**src/rtl/z16_fetch_stage.sv**
```systemverilog
// Z16 instruction fetch stage: program counter, combinational instruction memory address,
// and an IF/ID register handed to decode through a valid/ready handshake.
module z16_fetch_stage #(
    parameter logic [15:0] RESET_PC = 16'h0000,
    parameter logic [15:0] PC_STEP  = 16'd2
) (
    input  logic        i_clk,
    input  logic        i_rst_n,
    output logic [15:0] o_imem_addr,
    input  logic [15:0] i_imem_instr,
    output logic [15:0] o_instr,
    output logic [15:0] o_pc,
    output logic        o_valid,
    input  logic        i_ready,
    input  logic        i_redirect,
    input  logic [15:0] i_redirect_pc,
    input  logic        i_halt,
    output logic        o_halted
);

    typedef enum logic [1:0] {
        S_BOOT = 2'd0,
        S_RUN  = 2'd1,
        S_HALT = 2'd2
    } state_t;

    state_t      state;
    logic [15:0] pc;
    logic        fire;

    // Instructions are 16-bit aligned, so the low address bit is always dropped.
    function automatic logic [15:0] align_pc(input logic [15:0] addr);
        return {addr[15:1], 1'b0};
    endfunction

    function automatic logic [15:0] next_pc(input logic [15:0] addr);
        return addr + PC_STEP;
    endfunction

    assign o_imem_addr = pc;

    // The IF/ID slot may be refilled when it is empty or is being drained this cycle.
    assign fire = (state == S_RUN) && !i_redirect && (!o_valid || i_ready);

    always_ff @(posedge i_clk or negedge i_rst_n) begin
        if (!i_rst_n) begin
            state    <= S_BOOT;
            pc       <= RESET_PC;
            o_instr  <= 16'h0000;
            o_pc     <= 16'h0000;
            o_valid  <= 1'b0;
            o_halted <= 1'b0;
        end else if (i_redirect) begin
            // Redirect overrides halt and drops whatever sits in IF/ID.
            state    <= S_RUN;
            pc       <= align_pc(i_redirect_pc);
            o_valid  <= 1'b0;
            o_halted <= 1'b0;
        end else begin
            if (fire) begin
                o_instr <= i_imem_instr;
                o_pc    <= pc;
                o_valid <= 1'b1;
                pc      <= next_pc(pc);
            end else if (o_valid && i_ready) begin
                o_valid <= 1'b0;
            end

            case (state)
                S_BOOT: begin
                    state    <= S_RUN;
                    o_halted <= 1'b0;
                end
                S_RUN: begin
                    if (i_halt) begin
                        state    <= S_HALT;
                        o_halted <= 1'b1;
                    end
                end
                S_HALT: begin
                    o_halted <= 1'b1;
                end
                default: begin
                    state    <= S_BOOT;
                    o_halted <= 1'b0;
                end
            endcase
        end
    end

endmodule

```
**config.mk**
```make
export PLATFORM = sky130hd
export DESIGN_NAME = z16_fetch_stage
export DESIGN_NICKNAME = d
export VERILOG_FILES = /design/src/rtl/z16_fetch_stage.sv
export SDC_FILE = /design/constraint.sdc
export NUM_CORES = 1
export LEC_CHECK = 0
export BUFFER_PORTS_ARGS = -buffer_cell sky130_fd_sc_hd__buf_2
export CORE_ASPECT_RATIO = 0.9
export CORE_MARGIN = 2
export CORE_UTILIZATION = 41
export CTS_CLUSTER_SIZE = 20
export DETAILED_ROUTE_END_ITERATION = 7
export GPL_TIMING_DRIVEN = 0
export HOLD_SLACK_MARGIN = 0.06
export PLACE_DENSITY = 0.81
export SYNTH_ARGS = -nofsm -noshare
export SYNTH_HDL_FRONTEND = slang
export SYNTH_SLANG_ARGS = --single-unit
```
**constraint.sdc**
```tcl
create_clock -name i_clk -period 1.7 [get_ports i_clk]
set_input_delay 0.255 -clock i_clk [delete_from_list [all_inputs] [get_ports i_clk]]
set_output_delay 0.255 -clock i_clk [all_outputs]
set_load 0.05 [all_outputs]
```
; After elaboration in Yosys (flattened, before gate mapping)
; Index checks and enable logic that the tools add are counted.
[totals]
reg_bits = 52
output_inout_bits = 50
word_cells = 34
[op_classes]
n_addsub = 1
n_eq_ne = 4
n_mux = 11
bitwise = 1
reduce_logical = 11
[ops]
columns = cell, n
row1 = 2-to-1 mux 16 bit, 2
row2 = adder 16 x 2 -> 16 bit (second input constant), 1
row3 = case mux 2 bit (3 select lines), 1
row4 = 2-to-1 mux 1 bit, 5
row5 = 2-to-1 mux 2 bit, 2
row6 = AND reduction 2 bit, 2
row7 = logical AND 1 bit, 3
row8 = inequality test 3 bit (second input constant), 1
row9 = nonzero test 3 bit, 1
row10 = == test 2 x 1 -> 1 bit (second input constant), 1
row11 = == test 2 bit (second input constant), 1
row12 = zero test 1 bit, 2
row13 = zero test 2 bit, 1
row14 = inequality test 2 bit (second input constant), 1
row15 = case mux 1 bit (2 select lines), 1
row16 = nonzero test 2 bit, 1
row17 = logical OR 1 bit, 1
row18 = NOT 1 bit, 1

; Longest topological paths before layout
[depth]
ltp_word = 5
ltp_mapped = 6

; Worst setup path after synthesis
; OpenSTA, ideal clock, no wires.
[synth_timing]
path_type = register to register
start = register pc[1] (netlist: o_imem_addr[1])
end = register pc[11] (netlist: o_imem_addr[11])
setup_ps = 82
t_arrival_ps = 1882
t_required_ps = 1618
path_slack_ps = -264
stages_incl_launch_ff = 6
synth_period_minus_slack_ps = 1964
cell_sequence = dfrtp_1 > ha_1 > nand2_2 > or3_4 > or3_1 > a31oi_1
[synth_via]
elab_chain_len = 3
[synth_lines]
columns = element, line_no
row1 = from (decl), 28  ; logic [15:0] pc;
row2 = from (signal assigned), 56  ; pc <= align_pc(i_redirect_pc);
row3 = from (signal assigned), 64  ; pc <= next_pc(pc);
row4 = adder 16 x 2 -> 16 bit, 37  ; return addr + PC_STEP;
row5 = 2-to-1 mux 16 bit, 60  ; if (fire) begin
row6 = 2-to-1 mux 16 bit, 53  ; end else if (i_redirect) begin
; No other way between the ends. The select of a mux whose other input is x is not followed.
; A chain may end at the register's enable or synchronous reset.

; Worst setup path after layout
[layout_timing]
start = register state[1]
end = register o_instr[2]
[layout_via]
elab_chain_len = 4
[layout_lines]
columns = element, line_no
row1 = from (decl), 27  ; state_t state;
row2 = from (signal assigned), 47  ; state <= S_BOOT;
row3 = from (signal assigned), 55  ; state <= S_RUN;
row4 = from (signal assigned), 71  ; state <= S_RUN;
row5 = == test 2 x 1 -> 1 bit, 43  ; assign fire = (state == S_RUN) && !i_redirect && (!o_valid || i_ready);
row6 = logical AND 1 bit (2 in series), 43
row7 = AND reduction 2 bit (no source line), --
row8 = to (signal assigned), 61  ; o_instr <= i_imem_instr;
row9 = to (decl), 11  ; output logic [15:0] o_instr,
; No other way between the ends.

==> summary.md <==
| Metric | Value |
|---|---|
| Outcome | `finished with violations` |
| Failing checks | `negative setup slack` |
| Synth Register Bits | `50` |
| WP data required | `1890 ps` |
| Vias in the first global route | `1844` |
| Syn Inst Count | `192` |
| Overall Power | `0.00485 W` |
| Commonest non-fill, non-tap cells in the layout | `buf_2, dfrtp_1, mux2_2` |
| Max Root-Sink Buffers | `2` |
| Max-cap viol count | `0` |
| Post-synthesis mux area share | `0.163` |
| Final setup vio count | `31` |
| DR vias/cell | `5.08` |
| Worst Path Max Fanout | `10` |
| Global-route wire length before repair | `8530 um` |
| Die W | `82.4 um` |
| Row count | `25` |
| Residual DRC | `0` |
| Layout cells sized above 1 | `0.520` |
| DRT antenna net count | `0` |
| Logic gate share of total power | `0.491` |
| Unrepaired setup endpoints after global routing | `yes` |
| Final worst slack | `-56.4 ps` |
| Area delta synth->final | `36.9%` |
| Post-synth EDFFs | `0` |
| Routability cong. | `0.793` |
| Peak VDD IR | `0.000926 V` |
| Setup crit start kind | `register` |
| CTS Root Cell | `clkbuf_8` |
| Final slew viol count | `0` |
| Sequential share of the synthesized area | `0.552` |
| Post-Synth Simple-Gate Area | `0.141` |
| Switching power | `0.00224 W` |
| Ant diodes | `0` |
| Sw Share | `0.462` |
| Min-Delay Path Class | `primary input to async pin` |
| CTS Sinks | `50` |
| WP data arrival | `1950 ps` |
| Final Critical Period | `1760 ps` |
| YS warnings | `0` |
| CP Buf/Inv Count | `3` |
| Top_reg_cell synth | `dfrtp_1` |
| Post-Place Setup Slack | `-140 ps` |
| Slowest-stage cell, CP | `dfrtp_1` |
| TritonCTS clock tree | `yes` |
| Die Y | `74.5 um` |
| First-pass DRT Iterations | `4` |
| DRT iter0 DRCs | `53` |
| Delay-heaviest family, CP | `simple AND/OR/NAND/NOR gates` |
| GRT Resource Usage Total | `0.185` |
| Avg Inst Size Synth | `11.8 um^2` |
| IO Count | `87` |
| Cts hold-fix bufs | `0` |
| Tcrit/Tclk final | `1.03` |
| Flop pwr share | `0.360` |
| Post-synthesis adder-cell area fraction | `0.0221` |
| FFs w/ async S/R, synth | `1.00` |
| Crit-path max cell delay | `400 ps` |
| Distinct cells, synth | `35` |
| Core area | `0.00529 mm^2` |
| Crit-path most repeated cell | `buf_12` |
| Setup CP Type | `register to register` |
| Vias | `1835` |
| XOR/XNOR Fraction of Synth Area | `0.0309` |
| Netlist Area Pre-Place | `0.00227 mm^2` |
| Crit. End Element | `register` |
| Final WL | `5420 um` |
| Least-Margin Pin Slew | `1110 ps` |
| Die Area | `0.00614 mm^2` |
| Fmax | `569 MHz` |
| Hold Fails Final Rpt | `0` |
| GRT overflow | `0` |
| Layout net count | `334` |
| Pint | `0.00261 W` |
| Largest net degree at the start of global routing | `51` |
| Largest family of logic cells by synthesized area | `multiplexers` |
| Clock Power Share | `0.149` |
| Leak pwr | `1.45 nW` |
| Setup Skew | `9.86 ps` |
| TritonCTS Buffers | `5` |
| Clock slew at reported path FFs | `90 ps` |
| Starting density of the core | `0.429` |
| Complex-gate fraction of the synthesized area | `0.0530` |
| TNS Setup | `-1120 ps` |
| Commonest non-fill, non-tap cell in the layout | `buf_2` |
| PwrDens | `1560 mW/mm^2` |
| Average wire per standard cell | `15.0 um` |
| H-tree depth | `2` |
| I/O Buffers | `83` |
| Cell Chain, Critical Path | `inv_2, ha_4, or2b_4, nor2_4, buf_12, buf_12, mux2_2` |
| Worst rel slew slack | `0.262` |
| Worst skew pair latency | `310 ps` |
| Initial antenna violation count | `0` |
| Final HPWL DP | `3770 um` |
[cell type report]
| cell class | count | area (um^2) |
|---|---|---|
| Timing Repair Buffer | 93 | 523 |
| Multi-Input combinational cell | 128 | 1030 |
| Sequential cell | 50 | 1260 |
| Clock buffer | 6 | 82.6 |
| Tap cell | 67 | 83.8 |
| Inverter | 6 | 22.5 |
| Clock inverter | 2 | 12.5 |
| Buffer | 9 | 92.6 |
| Fill cell | 443 | 2180 |
[per-stage QoR]
stage          utilization  cell area (um^2)  std cells  hold WS, ps
2_1_floorplan            -              2320        193        -40.6
3_3_place_gp         0.533              2820        343          464
3_5_place_dp         0.533              2820        343          472
4_1_cts              0.575              3040        358          140
5_1_grt              0.587              3100        361          145
6_report             0.587              3100        361          146
[cells by family (layout without fill, tap and decap cells)]
family	Yosys count	in the layout
adders and majority gates	4	4
buffers and inverters	15	116
and+or+nand+nor	61	61
xor gates and xnor gates	8	8
muxes	33	33
DFF	50	50
AOI/OAI and AO/OA	20	20
other	1	2
[flip-flops by register name, summed over array words and instances, names as in the netlist]
signal / flops
o_instr: 16
o_pc: 15
state: 2
o_halted: 1
o_imem_addr: 15
o_valid: 1
[final timing paths]
| path | start | endpoint | slack (ps) | cells past startpoint |
|---|---|---|---|---|
| setup reg to reg | state[1] | o_instr[2] | -60 | 7 |
| hold / removal | i_rst_n | o_pc[11] | 150 | 1 |
| max in group asynchronous | i_rst_n | o_imem_addr[1] | 790 | 1 |
| hold reg to reg | o_instr[14] | o_instr[14] | 490 | 1 |
| setup / recovery | state[1] | o_instr[2] | -60 | 7 |
| min in group i_clk | i_redirect_pc[14] | o_imem_addr[14] | 150 | 3 |
[cells in the mapped netlist, drive strengths merged, types with 2 or more instances]
cell type / instances / area [um^2]
dfrtp: 50 / 1250
mux2: 31 / 349
nand2: 19 / 73.8
nor2: 12 / 47.6
o21ai: 12 / 60.1
xnor2: 7 / 61.3
buf: 6 / 48.8
inv: 6 / 22.5
nand4: 6 / 37.5
nand3: 5 / 25.0
nor3: 5 / 25.0
ha: 4 / 50.1
or3: 4 / 30.0
a31oi: 3 / 18.8
clkbuf: 3 / 11.3
nor2b: 3 / 26.3
mux2i: 2 / 20.0
nor4: 2 / 12.5
nor4b: 2 / 17.5
[power by group through the flow]
| stage | Combinational (W) | Sequential [W] | Clock, W |
|---|---|---|---|
| 2_1_floorplan | 0.000531 | 0.00290 | 0 |
| 3_5_place_dp | 0.00222 | 0.00176 | 0 |
| 6_report | 0.00238 | 0.00174 | 0.000720 |
| 4_1_cts | 0.00234 | 0.00174 | 0.000752 |
| 5_1_grt | 0.00251 | 0.00180 | 0.000794 |
| 3_3_place_gp | 0.00218 | 0.00174 | 0 |
[layer usage]
metal	share of wire	GRT usage
met3	0.064	0.0400
met4	0.011	0.0556
met5	0	0
met2	0.49	0.319
met1	0.43	0.234
[timing repair]
item | CTS | global route
setup endpoints to repair | 36 | 35
buffers inserted | 6 | 3
gates cloned | 1 | 0
pin swaps | 1 | 5
endpoints found under the hold margin | 0 | 0
gates resized for setup | 10 | 11
No activity file was read; power rests on OpenSTA's default activity.
